[src/rtl/axi4_adrs_sequencer.sv]
// rtl/axi4_adrs_sequencer.sv - AXI4 AR/AW burst address walker for DDR memory test passes
// Optional LFSR random order is compiled in with AXI4_ADRS_LFSR_EN.
module axi4_adrs_sequencer #(
  parameter int pDataBitWidth = 16,
  parameter int pBurstLen     = 16,
  parameter int pRowBitWidth  = 14,
  parameter int pBankBitWidth = 3,
  parameter int pColBitWidth  = 10,
  parameter int pAdrsBitWidth = 33,
  parameter int pPassBitWidth = 8
) (
  input  logic                     iCLK,
  input  logic                     iRST_n,
  input  logic                     iStart,
  input  logic                     iStop,
  input  logic [1:0]               iMode,
  input  logic [pPassBitWidth-1:0] iPassNum,
  input  logic [31:0]              iSeed,
  output logic                     oAxValid,
  input  logic                     iAxReady,
  output logic [pAdrsBitWidth-1:0] oAdrs,
  output logic [7:0]               oAxLen,
  output logic                     oBusy,
  output logic                     oPassDone,
  output logic                     oDone,
  output logic [pPassBitWidth-1:0] oPassCnt
);

  localparam int lpDpBits    = $clog2(pDataBitWidth / 8);
  localparam int lpBurstBits = $clog2(pBurstLen);
  localparam int lpColHiBits = pColBitWidth - lpBurstBits;
  localparam int lpIdxBits   = pRowBitWidth + pBankBitWidth + lpColHiBits;
  localparam int lpPadBits   = pAdrsBitWidth - lpIdxBits - lpBurstBits - lpDpBits;

  typedef enum logic [1:0] {sIdle, sRun, sDone} stateT;

  stateT                    state, stateNxt;
  logic [lpIdxBits-1:0]     burstIdx;
  logic [lpIdxBits-1:0]     linIdx;
  logic [pPassBitWidth-1:0] passCnt;
  logic [pPassBitWidth-1:0] passNum;
  logic [1:0]               mode;
  logic                     stopPend;
  logic                     start, hs, finish;
  logic                     lastBurst, lastPass;

  assign lastBurst = &burstIdx;
  assign lastPass  = (passNum != '0) && ((passCnt + pPassBitWidth'(1)) == passNum);

  always_ff @(posedge iCLK or negedge iRST_n) begin
    if (!iRST_n) state <= sIdle;
    else         state <= stateNxt;
  end

  always_comb begin
    stateNxt = state;
    oAxValid = 1'b0;
    oBusy    = 1'b0;
    oDone    = 1'b0;
    start    = 1'b0;
    hs       = 1'b0;
    finish   = 1'b0;
    case (state)
      sIdle: begin
        if (iStart) begin
          start    = 1'b1;
          stateNxt = sRun;
        end
      end
      sRun: begin
        oAxValid = 1'b1;
        oBusy    = 1'b1;
        hs       = iAxReady;
        // a stop only takes effect once the beat on the bus has been accepted
        finish   = hs & ((lastBurst & lastPass) | iStop | stopPend);
        if (finish) stateNxt = sDone;
      end
      sDone: begin
        oBusy    = 1'b1;
        oDone    = 1'b1;
        stateNxt = sIdle;
      end
      default: stateNxt = sIdle;
    endcase
  end

  always_ff @(posedge iCLK or negedge iRST_n) begin
    if (!iRST_n) begin
      burstIdx <= '0;
      passCnt  <= '0;
      passNum  <= '0;
      mode     <= 2'd0;
      stopPend <= 1'b0;
    end else if (start) begin
      burstIdx <= '0;
      passCnt  <= '0;
      passNum  <= iPassNum;
      mode     <= iMode;
      stopPend <= 1'b0;
    end else if (state == sRun) begin
      if (iStop) stopPend <= 1'b1;
      if (hs) begin
        burstIdx <= burstIdx + lpIdxBits'(1);
        if (lastBurst) passCnt <= passCnt + pPassBitWidth'(1);
      end
    end
  end

`ifdef AXI4_ADRS_LFSR_EN
  logic [31:0] lfsr;

  always_ff @(posedge iCLK or negedge iRST_n) begin
    if (!iRST_n)     lfsr <= '0;
    else if (start)  lfsr <= (iSeed == 32'h0) ? 32'h1 : iSeed;
    else if (hs)     lfsr <= {1'b0, lfsr[31:1]} ^ (lfsr[0] ? 32'h8020_0003 : 32'h0);
  end
`else
  logic unusedSeed;
  assign unusedSeed = ^iSeed;
`endif

  // linIdx is always {row, bank, colHi}; interleave only reorders the counter bits
  always_comb begin
    linIdx = burstIdx;
    if (mode == 2'd1)
      linIdx = {burstIdx[lpIdxBits-1 -: pRowBitWidth],
                burstIdx[0 +: pBankBitWidth],
                burstIdx[pBankBitWidth +: lpColHiBits]};
`ifdef AXI4_ADRS_LFSR_EN
    if (mode == 2'd2)
      linIdx = lfsr[lpIdxBits-1:0];
`endif
  end

  assign oAdrs     = {{lpPadBits{1'b0}}, linIdx, {(lpBurstBits + lpDpBits){1'b0}}};
  assign oAxLen    = 8'(pBurstLen - 1);
  assign oPassDone = hs & lastBurst;
  assign oPassCnt  = passCnt;

endmodule
[config.mk]
export PLATFORM = sky130hd
export DESIGN_NAME = axi4_adrs_sequencer
export DESIGN_NICKNAME = d
export VERILOG_FILES = /design/src/rtl/axi4_adrs_sequencer.sv
export SDC_FILE = /design/constraint.sdc
export NUM_CORES = 1
export LEC_CHECK = 0
export CORE_MARGIN = 3
export CORE_UTILIZATION = 42
export CTS_BUF_LIST = sky130_fd_sc_hd__clkbuf_4
export DETAILED_ROUTE_END_ITERATION = 8
export MAX_ROUTING_LAYER = met4
export PLACE_DENSITY = 0.79
export REMOVE_ABC_BUFFERS = 1
export SYNTH_ARGS = -nofsm -noshare
export SYNTH_HDL_FRONTEND = slang
export SYNTH_SLANG_ARGS = --single-unit
[constraint.sdc]
create_clock -name iCLK -period 2.4 [get_ports iCLK]
set_clock_uncertainty 0.2 [all_clocks]
set_input_delay 0.36 -clock iCLK [delete_from_list [all_inputs] [get_ports iCLK]]
set_output_delay 0.36 -clock iCLK [all_outputs]
set_load 0.05 [all_outputs]
# After elaboration in Yosys (flattened, before gate mapping)
# Cells that the tools add are included.
[word_totals] ram_bits=0 input_bits=47 rom_bits=0 latchBits=0 register_bits=44 elab_cells=52 n_memories=0 output_inout_bits=53
[classes] eq_ne=6 muxes=20 n_shift=0 multipliers=0 n_addsub=2 n_div=0 magnitude_cmp=0 n_reduce_logical=13 bitwise=5
[op_table] op="$mux 23" count=3
[op_table] op="$mux 8" count=4
[op_table] op="$add 23x1->23 const B" count=1
[op_table] op="$reduce_and 23->1" count=1
[op_table] op="$mux 1" count=9
[op_table] op="$mux 9" count=1
[op_table] op="$add 8x1->8 const B" count=1
[op_table] op="$eq 8x8->1" count=1
[op_table] op="$reduce_bool 2->1" count=4
[op_table] op="$reduce_bool 8->1" count=1
[op_table] op="$reduce_and 2->1" count=3
[op_table] op="$eq 2x1->1 const B" count=2
[op_table] op="$mux 2" count=2
[op_table] op="$ne 2x2->1 const B" count=2
[op_table] op="$pmux 2 s2" count=1
[op_table] op="$and 1x1->1" count=3
[op_table] op="$reduce_and 3->1" count=1
[op_table] op="$eq 2x2->1 const B" count=1
[op_table] op="$logic_not 2->1" count=1
[op_table] op="$or 1x1->1" count=2
[op_table] op="$reduce_or 2->1" count=1
[op_table] op="$logic_and 1x1->1" count=1

# Logic depth before layout (Yosys ltp)
[depth] ltp_word=9 ltp_mapped=9 mapped_depth_nobuf=8

# Worst setup path after synthesis
# OpenSTA, ideal clock, no wires.
[synth_timing] path_type="reg-to-reg" startpoint="register state[1]" endpoint="register passCnt[5], in the netlist oPassCnt[5]" stages_incl_launch_ff=10 path_slack_ns=-0.724 setup_time_ns=0.072 synth_period_minus_slack_ns=3.124 required_time_ns=2.128 n_path_buf=1 t_arrival_ns=2.851 cell_sequence="dfrtp_1 -> inv_1 -> ha_1 -> nand2_1 -> or2_0 -> buf_2 -> nor4_4 -> nand4_1 -> xor2_1 -> nor2_1"
[synth_via] elab_chain_cells=4 word_cells_on_any_way=9 cone_classes="eq/ne: 1; mux: 3; reduce/logical: 5"
[synth_lines] element="from (decl)" line_no="37" source="stateT state, stateNxt;"
[synth_lines] element="from (signal assigned)" line_no="51" source="if (!iRST_n) state <= sIdle;"
[synth_lines] element="from (signal assigned)" line_no="52" source="else state <= stateNxt;"
[synth_lines] element="$eq 2x1->1 / $logic_not 2->1 (equally long branches)" line_no="63, 100"
[synth_lines] element="$mux 1" line_no="63" source="case (state)"
[synth_lines] element="$reduce_bool 2->1 (no line)"
[synth_lines] element="$reduce_and 3->1 (no line)"
[synth_lines] element="to (signal assigned)" line_no="104" source="if (lastBurst) passCnt <= passCnt + pPassBitWidth'(1);"
[synth_lines] element="to (decl)" line_no="40" source="logic [pPassBitWidth-1:0] passCnt;"
# Several ways; a longest one is shown, not always the timed one.
# A chain may end at the register's enable or synchronous reset.

# Worst setup path after layout
[layout_timing] startpoint="register passCnt[0], in the netlist oPassCnt[0]" endpoint="register state[1]"
[layout_via] elab_chain_cells=9
[layout_lines] element="$add 8x1->8" line_no="48" source="assign lastPass = (passNum != '0) && ((passCnt + pPassBitWidth'(1)) == passNum);"
[layout_lines] element="$eq 8x8->1" line_no="48"
[layout_lines] element="$logic_and 1x1->1" line_no="48"
[layout_lines] element="$and 1x1->1" line_no="75" source="finish = hs & ((lastBurst & lastPass) | iStop | stopPend);"
[layout_lines] element="$or 1x1->1 (2 in a row)" line_no="75"
[layout_lines] element="$and 1x1->1" line_no="75"
[layout_lines] element="$ne 2x2->1 (no line)"
[layout_lines] element="$reduce_and 2->1 (no line)"
# Every way passes these cells.

==> PnR_summary.wiki <==
{| class="wikitable"
! Metric !! Value
|-
| Setup-violating endpoint count in the final report || 0
|-
| Cell with the biggest individual delay on the critical path || sky130_fd_sc_hd__or4b_4
|-
| Reg2Reg Capture Point || state[1]
|-
| Worst r2r src || oPassCnt[0]
|-
| Final Hold Vio Count || 0
|-
| Count of pins on the block boundary || 100
|-
| Slack of the worst reg-to-reg path || 0.008 ns
|-
| Count of distinct cell types in the synthesized netlist || 45
|-
| Antenna violations before repair || 0
|-
| Detailed-route via count || 2209
|-
| Final period utilization || 99.65%
|-
| Mean cell area of the mapped netlist || 9.671 um2
|-
| Reported leakage power || 1.637 nW
|-
| Critical setup path kind || reg -> reg
|-
| Grt total ovfl || 0
|-
| Gate family responsible for the most delay along the worst path || compound AO/OA/AOI/OAI gates
|-
| Synth Flop Type || sky130_fd_sc_hd__dfrtp_1
|-
| Antenna-violating nets left || 0
|-
| Detailed-route DRC error count || 0
|-
| Synth area leader || sky130_fd_sc_hd__dfrtp_1
|-
| Crit path DAT || 2.48 ns
|-
| Class of the tightest hold or removal check || in -> async
|-
| Warning count from the yosys run || 0
|-
| Number of buffers on the longest clock path || 2
|-
| Leading cell types in the layout, fill and taps excluded || 39 x sky130_fd_sc_hd__dfrtp_1, 36 x sky130_fd_sc_hd__nor2_1, 34 x sky130_fd_sc_hd__clkdlybuf4s50_1
|-
| Register bit total from synthesis || 44
|-
| Worst voltage drop across the vdd grid || 545.4 uV
|-
| Worst slew margin relative to its limit || 64.02%
|-
| Leading cell type in the layout, fill and taps excluded || sky130_fd_sc_hd__dfrtp_1
|-
| Starting density of the core || 43.97%
|-
| Critical path fanouts, max || 2
|-
| Worst Max-Slew Pin Slew || 0.5397 ns
|-
| Vertical extent of the die || 88 um
|-
| Area contributors post-synth || sky130_fd_sc_hd__dfrtp_1 39%, sky130_fd_sc_hd__buf_4 8.5%, sky130_fd_sc_hd__xor2_1 7.4%
|-
| GRT Resource Usage Total || 16.50%
|-
| Post-detail-place hpwl || 4266 um
|-
| CP startpoint kind || flop
|-
| Final TNS setup || 0 ns
|-
| Run status || completed
|-
| Final cell count without fillers || 430
|-
| Cell count after placement || 410
|-
| Worst reg2reg path depth || 7
|-
| Count of input and output buffers || 49
|-
| Clk root buf || sky130_fd_sc_hd__clkbuf_4
|-
| Total chip power || 2.762 mW
|-
| Maximum clock frequency || 0.4181 GHz
|-
| Avg Vias per Cell || 5.137
|-
| Critical Path Sink Type || flop
|-
| Async set-or-reset flop fraction in the synthesized netlist || 100.0%
|-
| Routability cong. || 0.7887
|-
| Sink Count || 44
|-
| Share of the synthesized area in the top cell type || 38.99%
|-
| Share of post-route cells with drive strength above 1 || 26.91%
|-
| Core area || 6422 um2
|-
| Clock-pin slew on the worst setup and hold paths || 0.14 ns
|-
| TritonCTS clock tree || yes
|-
| WL final || 5989 um
|-
| Pin count of the biggest net entering global routing || 44
|-
| Antenna diode instance count || 0
|-
| Number of global-route vias before repair || 2157
|-
| Die width || 88 um
|-
| Pins Over Slew Limit || 0
|-
| Final net count || 405
|-
| Number of buffers created by CTS || 5
|-
| Iter 0 DRT Violations || 92
|-
| Number of enable flip-flop cells after synthesis || 0
|-
| First-pass GRT wire length || 9832 um
|-
| Fin crit period || 2.392 ns
|-
| CP required || 2.48 ns
|-
| Cells along the critical path || ha_4, or4b_4, a21oi_2, o211ai_1, a2111oi_4, nand3_2, a211oi_2
|-
| Std cell rows || 29
|-
| Number of iterations in the first detailed-routing pass || 6
|-
| Area of the die || 7744 um2
|-
| Area growth from synthesis to layout || 30.04%
|-
| Setup repair after global routing missed its margin || yes
|-
| Sequential cell area fraction in the yosys report || 38.99%
|-
| Syn Std Cell Area || 2824 um2
|-
| Total buffers and inverters traversed by the critical path || 0
|-
| PD cells || 752.1 nW/um2
|-
| H-tree levels || 2
|-
| Largest stage delay on the critical path || 0.48 ns
|-
| Clock latency on the worst-skew pair || 0.36 ns
|-
| Wire per inst || 13.93 um
|-
| Max-cap viol count || 0
|-
| Post-Synthesis Cells || 292
|}
[layer usage]
metal  track usage, %  wire length [um]
met5                -                 0
met4            3.487                55
met3            3.481               299
met2            28.22              2947
met1            20.06              2686
[worst max-delay path by stage]
| stage | start | end | slack, ns | depth (start not counted) |
|---|---|---|---|---|
| detailed placement | iAxReady | oPassDone | -0.008 | 6 |
| global placement | iAxReady | oPassDone | 0.007 | 6 |
| finish | oPassCnt[0] | state[1] | 0.008 | 7 |
| global route | oPassCnt[0] | state[1] | -0.06 | 8 |
| floorplan | state[1] | oPassCnt[5] | -0.76 | 8 |
| CTS | burstIdx[4] | oPassDone | 0.007 | 5 |
[through the flow]
step	util (%)	area [um2]	hold WS, ns	setup WS, ns
final	57.18	3672	0.2936	0.008379
after CTS	56.11	3603	0.2861	0.006757
after global routing	57.18	3672	0.3167	-0.06310
after detailed placement	53.20	3417	0.1674	-0.007853
after global placement	53.20	3417	0.1675	0.007219
after floorplan	-	2595	-0.1356	-0.7629
[synthesized netlist by cell type, types with 2 or more instances]
library cell                n
sky130_fd_sc_hd__ha_1       6
sky130_fd_sc_hd__and2_1     7
sky130_fd_sc_hd__nand4_1   10
sky130_fd_sc_hd__o21ai_0    4
sky130_fd_sc_hd__conb_1     2
sky130_fd_sc_hd__or2_2      2
sky130_fd_sc_hd__mux2i_1    3
sky130_fd_sc_hd__nor3_1     4
sky130_fd_sc_hd__nand2_1   20
sky130_fd_sc_hd__o211ai_1   3
sky130_fd_sc_hd__buf_2      2
sky130_fd_sc_hd__clkbuf_1   4
sky130_fd_sc_hd__buf_4     32
sky130_fd_sc_hd__a211oi_2   2
sky130_fd_sc_hd__mux2_2    18
sky130_fd_sc_hd__inv_1      5
sky130_fd_sc_hd__xor2_1    24
sky130_fd_sc_hd__a21oi_1    8
sky130_fd_sc_hd__nand3_1   10
sky130_fd_sc_hd__buf_1      2
sky130_fd_sc_hd__nor2_1    36
sky130_fd_sc_hd__dfrtp_1   44
sky130_fd_sc_hd__xnor2_1   10
sky130_fd_sc_hd__nor4_1     2
sky130_fd_sc_hd__nand2b_1   6
sky130_fd_sc_hd__and4_1     6
sky130_fd_sc_hd__nor4_4     2
[cells by family after synthesis]
kind of cell | count (synthesis) | share of synthesized area [%]
buffers and inverters | 47 | 10.90
and+or+nand+nor | 116 | 22.51
muxes | 21 | 8.241
DFF | 44 | 38.99
AOI/OAI and AO/OA | 22 | 5.893
other | 2 | 0.2659
adders and majority gates | 6 | 2.658
xor gates and xnor gates | 34 | 10.54
[flip-flops by register name, summed over array words and instances, names as in the netlist]
name and cells:
burstIdx 23, oPassCnt 8, passNum 8, mode 2, state 2, stopPend 1
[report_power, final]
part	switching (mW)	internal [mW]
registers	0.142	0.870
clock network	0.261	0.223
logic	0.708	0.558
[cell type report]
cell class / instances / area [um2]
fillers: 538 / 2750
repair buffers: 79 / 820.8
clock inverters: 3 / 46.29
multi-input cells: 217 / 1545
clock buffers: 5 / 37.54
flip-flops and latches: 44 / 1107
well taps: 77 / 96.34
inverters: 5 / 18.77
[timing repair]
| action | in CTS | in global routing |
|---|---|---|
| hold endpoints to repair | 21 | 0 |
| setup endpoints to repair | 1 | 3 |
| gates resized for setup | 14 | 8 |
| setup buffers | 6 | 5 |
| hold buffers | 1 | 0 |
| pin swaps | 3 | 4 |
No activity file was read; power rests on OpenSTA's default activity.
